`config.mk`:
```
export PLATFORM = sky130hd
export DESIGN_NAME = alu_sequencer_flat
export DESIGN_NICKNAME = d
export VERILOG_FILES = /design/src/rtl/alu_seq_pkg.sv /design/src/rtl/alu_sequencer_if.sv /design/src/rtl/alu_seq_regfile.sv /design/src/rtl/alu_sequencer.sv /design/src/flat_wrapper.sv
export SDC_FILE = /design/constraint.sdc
export NUM_CORES = 1
export LEC_CHECK = 0
export ABC_AREA = 1
export CORE_MARGIN = 2
export CORE_UTILIZATION = 50
export DETAILED_ROUTE_END_ITERATION = 6
export GPL_TIMING_DRIVEN = 0
export HOLD_SLACK_MARGIN = 0.08
export PLACE_DENSITY_LB_ADDON = 0.1
export SYNTH_ARGS = -nofsm -noshare
export SYNTH_HDL_FRONTEND = slang
export SYNTH_SLANG_ARGS = --single-unit
```
`constraint.sdc`:
```
create_clock -name clk -period 1.7 [get_ports clk]
set_input_delay 0.51 -clock clk [delete_from_list [all_inputs] [get_ports clk]]
set_output_delay 0.51 -clock clk [all_outputs]
set_load 0.05 [all_outputs]
```
`src/rtl/alu_seq_pkg.sv`:
```
// Shared definitions for the ALU register-file sequencer: widths, function codes
// and FSM state encoding.
package alu_seq_pkg;

  localparam int DATA_W = 4;
  localparam int REG_N  = 4;
  localparam int ADDR_W = 2;
  localparam int FUNC_W = 3;

  localparam logic [FUNC_W-1:0] F_AND     = 3'b000;
  localparam logic [FUNC_W-1:0] F_OR      = 3'b001;
  localparam logic [FUNC_W-1:0] F_ADD     = 3'b010;
  localparam logic [FUNC_W-1:0] F_ILLEGAL = 3'b011;
  localparam logic [FUNC_W-1:0] F_ANDN    = 3'b100;
  localparam logic [FUNC_W-1:0] F_ORN     = 3'b101;
  localparam logic [FUNC_W-1:0] F_SUB     = 3'b110;
  localparam logic [FUNC_W-1:0] F_SLT     = 3'b111;

  typedef enum logic [1:0] {
    ST_IDLE = 2'd0,
    ST_EXEC = 2'd1,
    ST_RESP = 2'd2
  } state_e;

  function automatic logic is_illegal(input logic [FUNC_W-1:0] f);
    return f == F_ILLEGAL;
  endfunction

endpackage

```
`src/rtl/alu_sequencer_if.sv`:
```
// Command, ALU and result signals of the sequencer. res_zero exists only when
// ALU_SEQ_ZERO_FLAG_EN is defined.
// Handshakes: a transfer happens on a rising edge where valid and ready are both 1;
// the source holds its payload stable while valid is high and ready is low.
interface alu_sequencer_if;
  import alu_seq_pkg::*;

  logic              cmd_valid;
  logic              cmd_ready;
  logic [FUNC_W-1:0] cmd_f;
  logic [ADDR_W-1:0] cmd_rd;
  logic [ADDR_W-1:0] cmd_rs1;
  logic [ADDR_W-1:0] cmd_rs2;
  logic [DATA_W-1:0] alu_a;
  logic [DATA_W-1:0] alu_b;
  logic [FUNC_W-1:0] alu_f;
  logic [DATA_W-1:0] alu_y;
  logic              res_valid;
  logic              res_ready;
  logic [DATA_W-1:0] res_data;
  logic              res_err;
`ifdef ALU_SEQ_ZERO_FLAG_EN
  logic              res_zero;
`endif

  modport slave (
    input  cmd_valid, cmd_f, cmd_rd, cmd_rs1, cmd_rs2, alu_y, res_ready,
    output cmd_ready, alu_a, alu_b, alu_f, res_valid, res_data, res_err
`ifdef ALU_SEQ_ZERO_FLAG_EN
    , output res_zero
`endif
  );

  modport master (
    output cmd_valid, cmd_f, cmd_rd, cmd_rs1, cmd_rs2, alu_y, res_ready,
    input  cmd_ready, alu_a, alu_b, alu_f, res_valid, res_data, res_err
`ifdef ALU_SEQ_ZERO_FLAG_EN
    , input res_zero
`endif
  );

endinterface

```
`src/rtl/alu_seq_regfile.sv`:
```
// 4x4-bit register file: two asynchronous read ports, one synchronous write port,
// synchronous clear of every register.
module alu_seq_regfile
  import alu_seq_pkg::*;
(
  input  logic              clk,
  input  logic              reset,
  input  logic              we,
  input  logic [ADDR_W-1:0] wa,
  input  logic [DATA_W-1:0] wd,
  input  logic [ADDR_W-1:0] ra1,
  output logic [DATA_W-1:0] rd1,
  input  logic [ADDR_W-1:0] ra2,
  output logic [DATA_W-1:0] rd2
);

  logic [DATA_W-1:0] regs [REG_N];

  always_ff @(posedge clk) begin
    if (reset) begin
      for (int i = 0; i < REG_N; i++) regs[i] <= '0;
    end else if (we) begin
      regs[wa] <= wd;
    end
  end

  assign rd1 = regs[ra1];
  assign rd2 = regs[ra2];

endmodule

```
`src/rtl/alu_sequencer.sv`:
```
// Register-file front end for an external 4-bit ALU: IDLE -> EXEC -> RESP per command.
// Optional res_zero flag enabled by defining ALU_SEQ_ZERO_FLAG_EN.
module alu_sequencer
  import alu_seq_pkg::*;
(
  input  logic           clk,
  input  logic           reset,
  alu_sequencer_if.slave bus,
  output state_e         dbg_state
);

  localparam logic [1:0] IDLE = 2'd0;
  localparam logic [1:0] EXEC = 2'd1;
  localparam logic [1:0] RESP = 2'd2;

  logic [1:0]        state;
  logic [ADDR_W-1:0] rd_q;
  logic [DATA_W-1:0] a_q;
  logic [DATA_W-1:0] b_q;
  logic [FUNC_W-1:0] f_q;
  logic [DATA_W-1:0] data_q;
  logic              err_q;
  logic [DATA_W-1:0] rf_rd1;
  logic [DATA_W-1:0] rf_rd2;
  logic              rf_we;

  // Writeback happens exactly once, on the EXEC edge, and only for legal codes.
  assign rf_we = (state == EXEC) && !is_illegal(f_q);

  alu_seq_regfile u_regfile (
    .clk   (clk),
    .reset (reset),
    .we    (rf_we),
    .wa    (rd_q),
    .wd    (bus.alu_y),
    .ra1   (bus.cmd_rs1),
    .rd1   (rf_rd1),
    .ra2   (bus.cmd_rs2),
    .rd2   (rf_rd2)
  );

  always_ff @(posedge clk) begin
    if (reset) begin
      state  <= IDLE;
      rd_q   <= '0;
      a_q    <= '0;
      b_q    <= '0;
      f_q    <= F_AND;
      data_q <= '0;
      err_q  <= 1'b0;
    end else begin
      case (state)
        IDLE: begin
          if (bus.cmd_valid) begin
            rd_q  <= bus.cmd_rd;
            a_q   <= rf_rd1;
            b_q   <= rf_rd2;
            f_q   <= bus.cmd_f;
            state <= EXEC;
          end
        end
        EXEC: begin
          if (is_illegal(f_q)) begin
            data_q <= '0;
            err_q  <= 1'b1;
          end else begin
            data_q <= bus.alu_y;
            err_q  <= 1'b0;
          end
          state <= RESP;
        end
        RESP: begin
          if (bus.res_ready) state <= IDLE;
        end
        default: state <= IDLE;
      endcase
    end
  end

`ifdef ALU_SEQ_ZERO_FLAG_EN
  logic zero_q;

  always_ff @(posedge clk) begin
    if (reset) begin
      zero_q <= 1'b0;
    end else if (state == EXEC) begin
      zero_q <= !is_illegal(f_q) && (bus.alu_y == '0);
    end
  end

  assign bus.res_zero = zero_q;
`endif

  assign bus.cmd_ready = (state == IDLE);
  assign bus.res_valid = (state == RESP);
  assign bus.alu_a     = a_q;
  assign bus.alu_b     = b_q;
  assign bus.alu_f     = f_q;
  assign bus.res_data  = data_q;
  assign bus.res_err   = err_q;
  assign dbg_state     = state_e'(state);

endmodule

```
`src/flat_wrapper.sv`:
```
// flat-port wrapper written by rule: the top's interface ports become plain ports
module alu_sequencer_flat import alu_seq_pkg::*;
  (clk, reset, dbg_state, bus_cmd_valid, bus_cmd_f, bus_cmd_rd, bus_cmd_rs1, bus_cmd_rs2, bus_alu_y, bus_res_ready, bus_cmd_ready, bus_alu_a, bus_alu_b, bus_alu_f, bus_res_valid, bus_res_data, bus_res_err);
  alu_sequencer_if bus_i ();
  input  logic clk;
  input  logic reset;
  output state_e dbg_state;
  input wire logic [$bits(bus_i.cmd_valid)-1:0] bus_cmd_valid;
  input wire logic [$bits(bus_i.cmd_f)-1:0] bus_cmd_f;
  input wire logic [$bits(bus_i.cmd_rd)-1:0] bus_cmd_rd;
  input wire logic [$bits(bus_i.cmd_rs1)-1:0] bus_cmd_rs1;
  input wire logic [$bits(bus_i.cmd_rs2)-1:0] bus_cmd_rs2;
  input wire logic [$bits(bus_i.alu_y)-1:0] bus_alu_y;
  input wire logic [$bits(bus_i.res_ready)-1:0] bus_res_ready;
  output wire logic [$bits(bus_i.cmd_ready)-1:0] bus_cmd_ready;
  output wire logic [$bits(bus_i.alu_a)-1:0] bus_alu_a;
  output wire logic [$bits(bus_i.alu_b)-1:0] bus_alu_b;
  output wire logic [$bits(bus_i.alu_f)-1:0] bus_alu_f;
  output wire logic [$bits(bus_i.res_valid)-1:0] bus_res_valid;
  output wire logic [$bits(bus_i.res_data)-1:0] bus_res_data;
  output wire logic [$bits(bus_i.res_err)-1:0] bus_res_err;
  assign bus_i.cmd_valid = bus_cmd_valid;
  assign bus_i.cmd_f = bus_cmd_f;
  assign bus_i.cmd_rd = bus_cmd_rd;
  assign bus_i.cmd_rs1 = bus_cmd_rs1;
  assign bus_i.cmd_rs2 = bus_cmd_rs2;
  assign bus_i.alu_y = bus_alu_y;
  assign bus_i.res_ready = bus_res_ready;
  assign bus_cmd_ready = bus_i.cmd_ready;
  assign bus_alu_a = bus_i.alu_a;
  assign bus_alu_b = bus_i.alu_b;
  assign bus_alu_f = bus_i.alu_f;
  assign bus_res_valid = bus_i.res_valid;
  assign bus_res_data = bus_i.res_data;
  assign bus_res_err = bus_i.res_err;
  alu_sequencer u_core (.clk(clk), .reset(reset), .bus(bus_i), .dbg_state(dbg_state));
endmodule
```
==> flow_summary_export.csv <==
group,metric,value,unit
clock_network,cts_root_buf,"clkbuf_4",
worst_setup_path,crit_type,"in2reg",
clock_network,clock-sinks,36,
worst_setup_path,worstPathMaxFanout,7,
floorplanning,die_area,3920,um2
clock_network,clk_pin_slew_worst_paths,0.10,ns
worst_setup_path,crit_end,"u_core.u_regfile.regs[1][0]",
sta,fin_setup_tns,0,ns
finish,seqCellArea,883,um2
place,place.detailed.hpwl,2610,um
grt,grt_pass1_wl,6000,um
finish,syn2layout_area_growth,25.9,%
clock_network,cts_max_level,2,
sta,setup_viol,0,
worst_setup_path,cp.required,1.73,ns
synth,syn-instance-count,220,
floorplanning,row_count,21,
grt,grt_antenna_before_repair,0,
drt,drt_iter0_markers,87,
drt,vias,1504,
worst_setup_path,rr_startpoint,"u_core.rd_q[1]",
drt,avgViaCountPerCell,4.88,
floorplanning,initial_core_util,51.9,%
sta,fin_skew,0.00837,ns
finish,nFillCells,313,
worst_setup_path,max_stage_delay,0.41,ns
sta,final_hold_viol_count,0,
sta,rsz0062_at_grt,"false",
grt,grt_overflow,0,
sta,period_share,95.6,%
floorplanning,chipWidth,62.6,um
clock_network,cts_setup_buffers,0,
grt,grt_pass1_vias,1472,
worst_setup_path,startpoint_type,"input port",
drt,drt-wirelength-per-cell,11.2,um
power,p_leak,0.00100,uW
synth,avgSynthCellArea,7.81,um2
place,io_buffers,34,
synth,synth_warnings,0,
worst_setup_path,worstPathCellList,"clkdlybuf4s50_1 > inv_1 > nand4_1 > o21ai_2",
power,pwr_density_cell,882,nW/um2
finish,diodes,0,
drt,drtPass1Iterations,4,
sta,fin_ws,0.0741,ns
grt,grt_max_degree,11,
finish,final_core_util,65.3,%
clock_network,cts_tree,"yes",
worst_setup_path,crit_cells,4,
worst_setup_path,cpMaxStageDelayCell,"clkdlybuf4s50_1",
worst_setup_path,r2r_end,"u_core.u_regfile.regs[3][1]",
run,drv_cap,0,
run_status,status,"finished, final reports clean",
drt,post-route-drc-count,0,
worst_setup_path,worstPathArrival,1.65,ns
place,dp_slack,-0.458,ns
synth,synth-seq-cells,36,
clock_network,cts_buffers,5,
place,gp_congestion,0.862,
sta,worst_pin_slew,0.396,ns
sta,max_freq,615,MHz
power,vdd_drop_max,0.510,mV
grt,track_usage,19.2,%
floorplanning,io_pins,37,
worst_setup_path,r2r_slack,0.23,ns
finish,fin_nets,278,
sta,fin_crit,1.63,ns
floorplanning,core,3310,um2
finish,layout-drive-gt1-share,18.3,%
worst_setup_path,crit_start,"reset",
clock_network,hold_buffers,0,
worst_setup_path,path_buf_inv,2,
sta,finalMaxSlewViolations,0,
synth,synthesis.area,1720,um2
synth,yosysSeqAreaShare,51.3,%
worst_setup_path,r2r_cells,4,
drt,antenna_left,0,
worst_setup_path,cpLargestDelayFamily,"buffers and inverters",
finish,multiInputGateArea,619,um2
drt,drt-total-wl,3460,um
synth,synth.distinct_cells,19,
worst_hold_path,hp-class,"reg2reg",
clock_network,clk_path_buf_depth,2,
sta,holdWs,0.486,ns
sta,max_slew_margin,73.4,%
floorplanning,fp.dieH,62.6,um
clock_network,clk_latency,0.34,ns
worst_setup_path,end_kind,"flip-flop",
synth,synth_nets,237,
[stage by stage]
stage | instance area [um2] | power, uW | cells
6_report | 2160 | 1910 | 308
5_1_grt | 2160 | 2010 | 308
4_1_cts | 2180 | 1920 | 308
2_1_floorplan | 1720 | 1320 | 220
3_5_place_dp | 2120 | 1480 | 300
3_3_place_gp | 2120 | 1470 | 300
[tightest hold or removal path: stages (launching register included)]
cell and delay, ns:
dfxtp_1 0.33, inv_1 0.07, a21oi_1 0.05
[synthesized netlist by cell type, drive strengths merged]
cell type  instances  area (um2)
inv               50         188
nand3             30         150
o21ai             12        60.1
nand2             45         176
a21oi             12        75.1
dfxtp             20         400
nand4              2        18.8
nor3              12        60.1
nor2              15        66.3
buf                6        42.5
edfxtp            16         480
[kinds of logic after synthesis]
family | count (synthesis) | synth area share, %
flip-flops | 36 | 51.3
AO/OA/AOI/OAI | 24 | 7.87
buffers and inverters | 56 | 13.4
AND/OR/NAND/NOR | 104 | 27.5
[worst min path at each step]
| stage | cells past startpoint | slack [ns] | from | endpoint |
|---|---|---|---|---|
| detailed placement | 2 | 0.46 | u_core.bus.alu_f[2] | u_core.bus.alu_f[2] |
| global route | 2 | 0.52 | u_core.bus.alu_f[2] | u_core.bus.alu_f[2] |
| CTS | 2 | 0.49 | u_core.bus.alu_f[2] | u_core.bus.alu_f[2] |
| finish | 2 | 0.49 | u_core.bus.alu_f[2] | u_core.bus.alu_f[2] |
| global placement | 2 | 0.46 | u_core.bus.alu_f[2] | u_core.bus.alu_f[2] |
| floorplan | 2 | 0.52 | u_core.rd_q[0] | u_core.rd_q[0] |
[registers in the layout, summed over array words and instances (netlist names)]
name	flops
u_core.bus.alu_a	4
u_core.bus.alu_b	4
u_core.bus.alu_f	3
u_core.bus.res_data	4
u_core.bus.res_err	1
u_core.dbg_state	2
u_core.rd_q	2
u_core.u_regfile.regs	16
[final cells by class]
cell class,count,area share (%)
flip-flops and latches,36,40.8
repair buffers,34,14.5
inverters,50,8.68
multi-input cells,128,28.6
clock buffers,8,2.72
plain buffers,6,1.97
well taps,46,2.66
[power breakdown]
part           internal [uW]  switching (uW)  leakage [uW]  total, uW
Sequential               965            31.3      0.000332        996
Clock                    204             265     0.0000326        469
Combinational            141             303      0.000638        444
Total                   1310             599       0.00100       1910
[repair_timing]
action	in CTS	in global routing
resized for setup	63	10
setup endpoints to repair	24	19
endpoints found under the hold margin	0	0
[routing by layer]
layer | wire, um | vias to the layer above | global-route usage, %
li1 | - | 774 | -
met1 | 1460 | 659 | 21.2
met2 | 1680 | 56 | 33.1
met3 | 208 | 15 | 6.13
met4 | 114 | 0 | 9.44
met5 | 0 | - | 0
[cell usage in the layout, fill, tap and decap left out]
| cell | netlist | final |
|---|---|---|
| inv_1 | 48 | 48 |
| nor2_4 | 1 | 1 |
| o21ai_1 | 2 | 1 |
| nand2_1 | 44 | 44 |
| nor2_2 | 1 | 3 |
| inv_2 | 2 | 2 |
| edfxtp_1 | 16 | 16 |
| nand3_1 | 30 | 30 |
| clkbuf_4 | 0 | 5 |
| dfxtp_1 | 20 | 18 |
| o21ai_0 | 10 | 9 |
| a21oi_2 | 4 | 4 |
| clkdlybuf4s50_1 | 0 | 14 |
| nand2_4 | 1 | 1 |
| o21ai_2 | 0 | 2 |
| nor2_1 | 13 | 11 |
| nand4_1 | 1 | 1 |
| nand4_2 | 1 | 1 |
| buf_4 | 0 | 2 |
| buf_6 | 2 | 2 |
| clkbuf_8 | 0 | 1 |
| nor3_1 | 12 | 12 |
| clkdlybuf4s15_2 | 0 | 11 |
| buf_2 | 4 | 5 |
| dfxtp_2 | 0 | 2 |
| clkbuf_1 | 0 | 2 |
| a21oi_1 | 8 | 8 |
| clkbuf_2 | 0 | 6 |
Note: power is estimated with default switching activity, not from simulation.
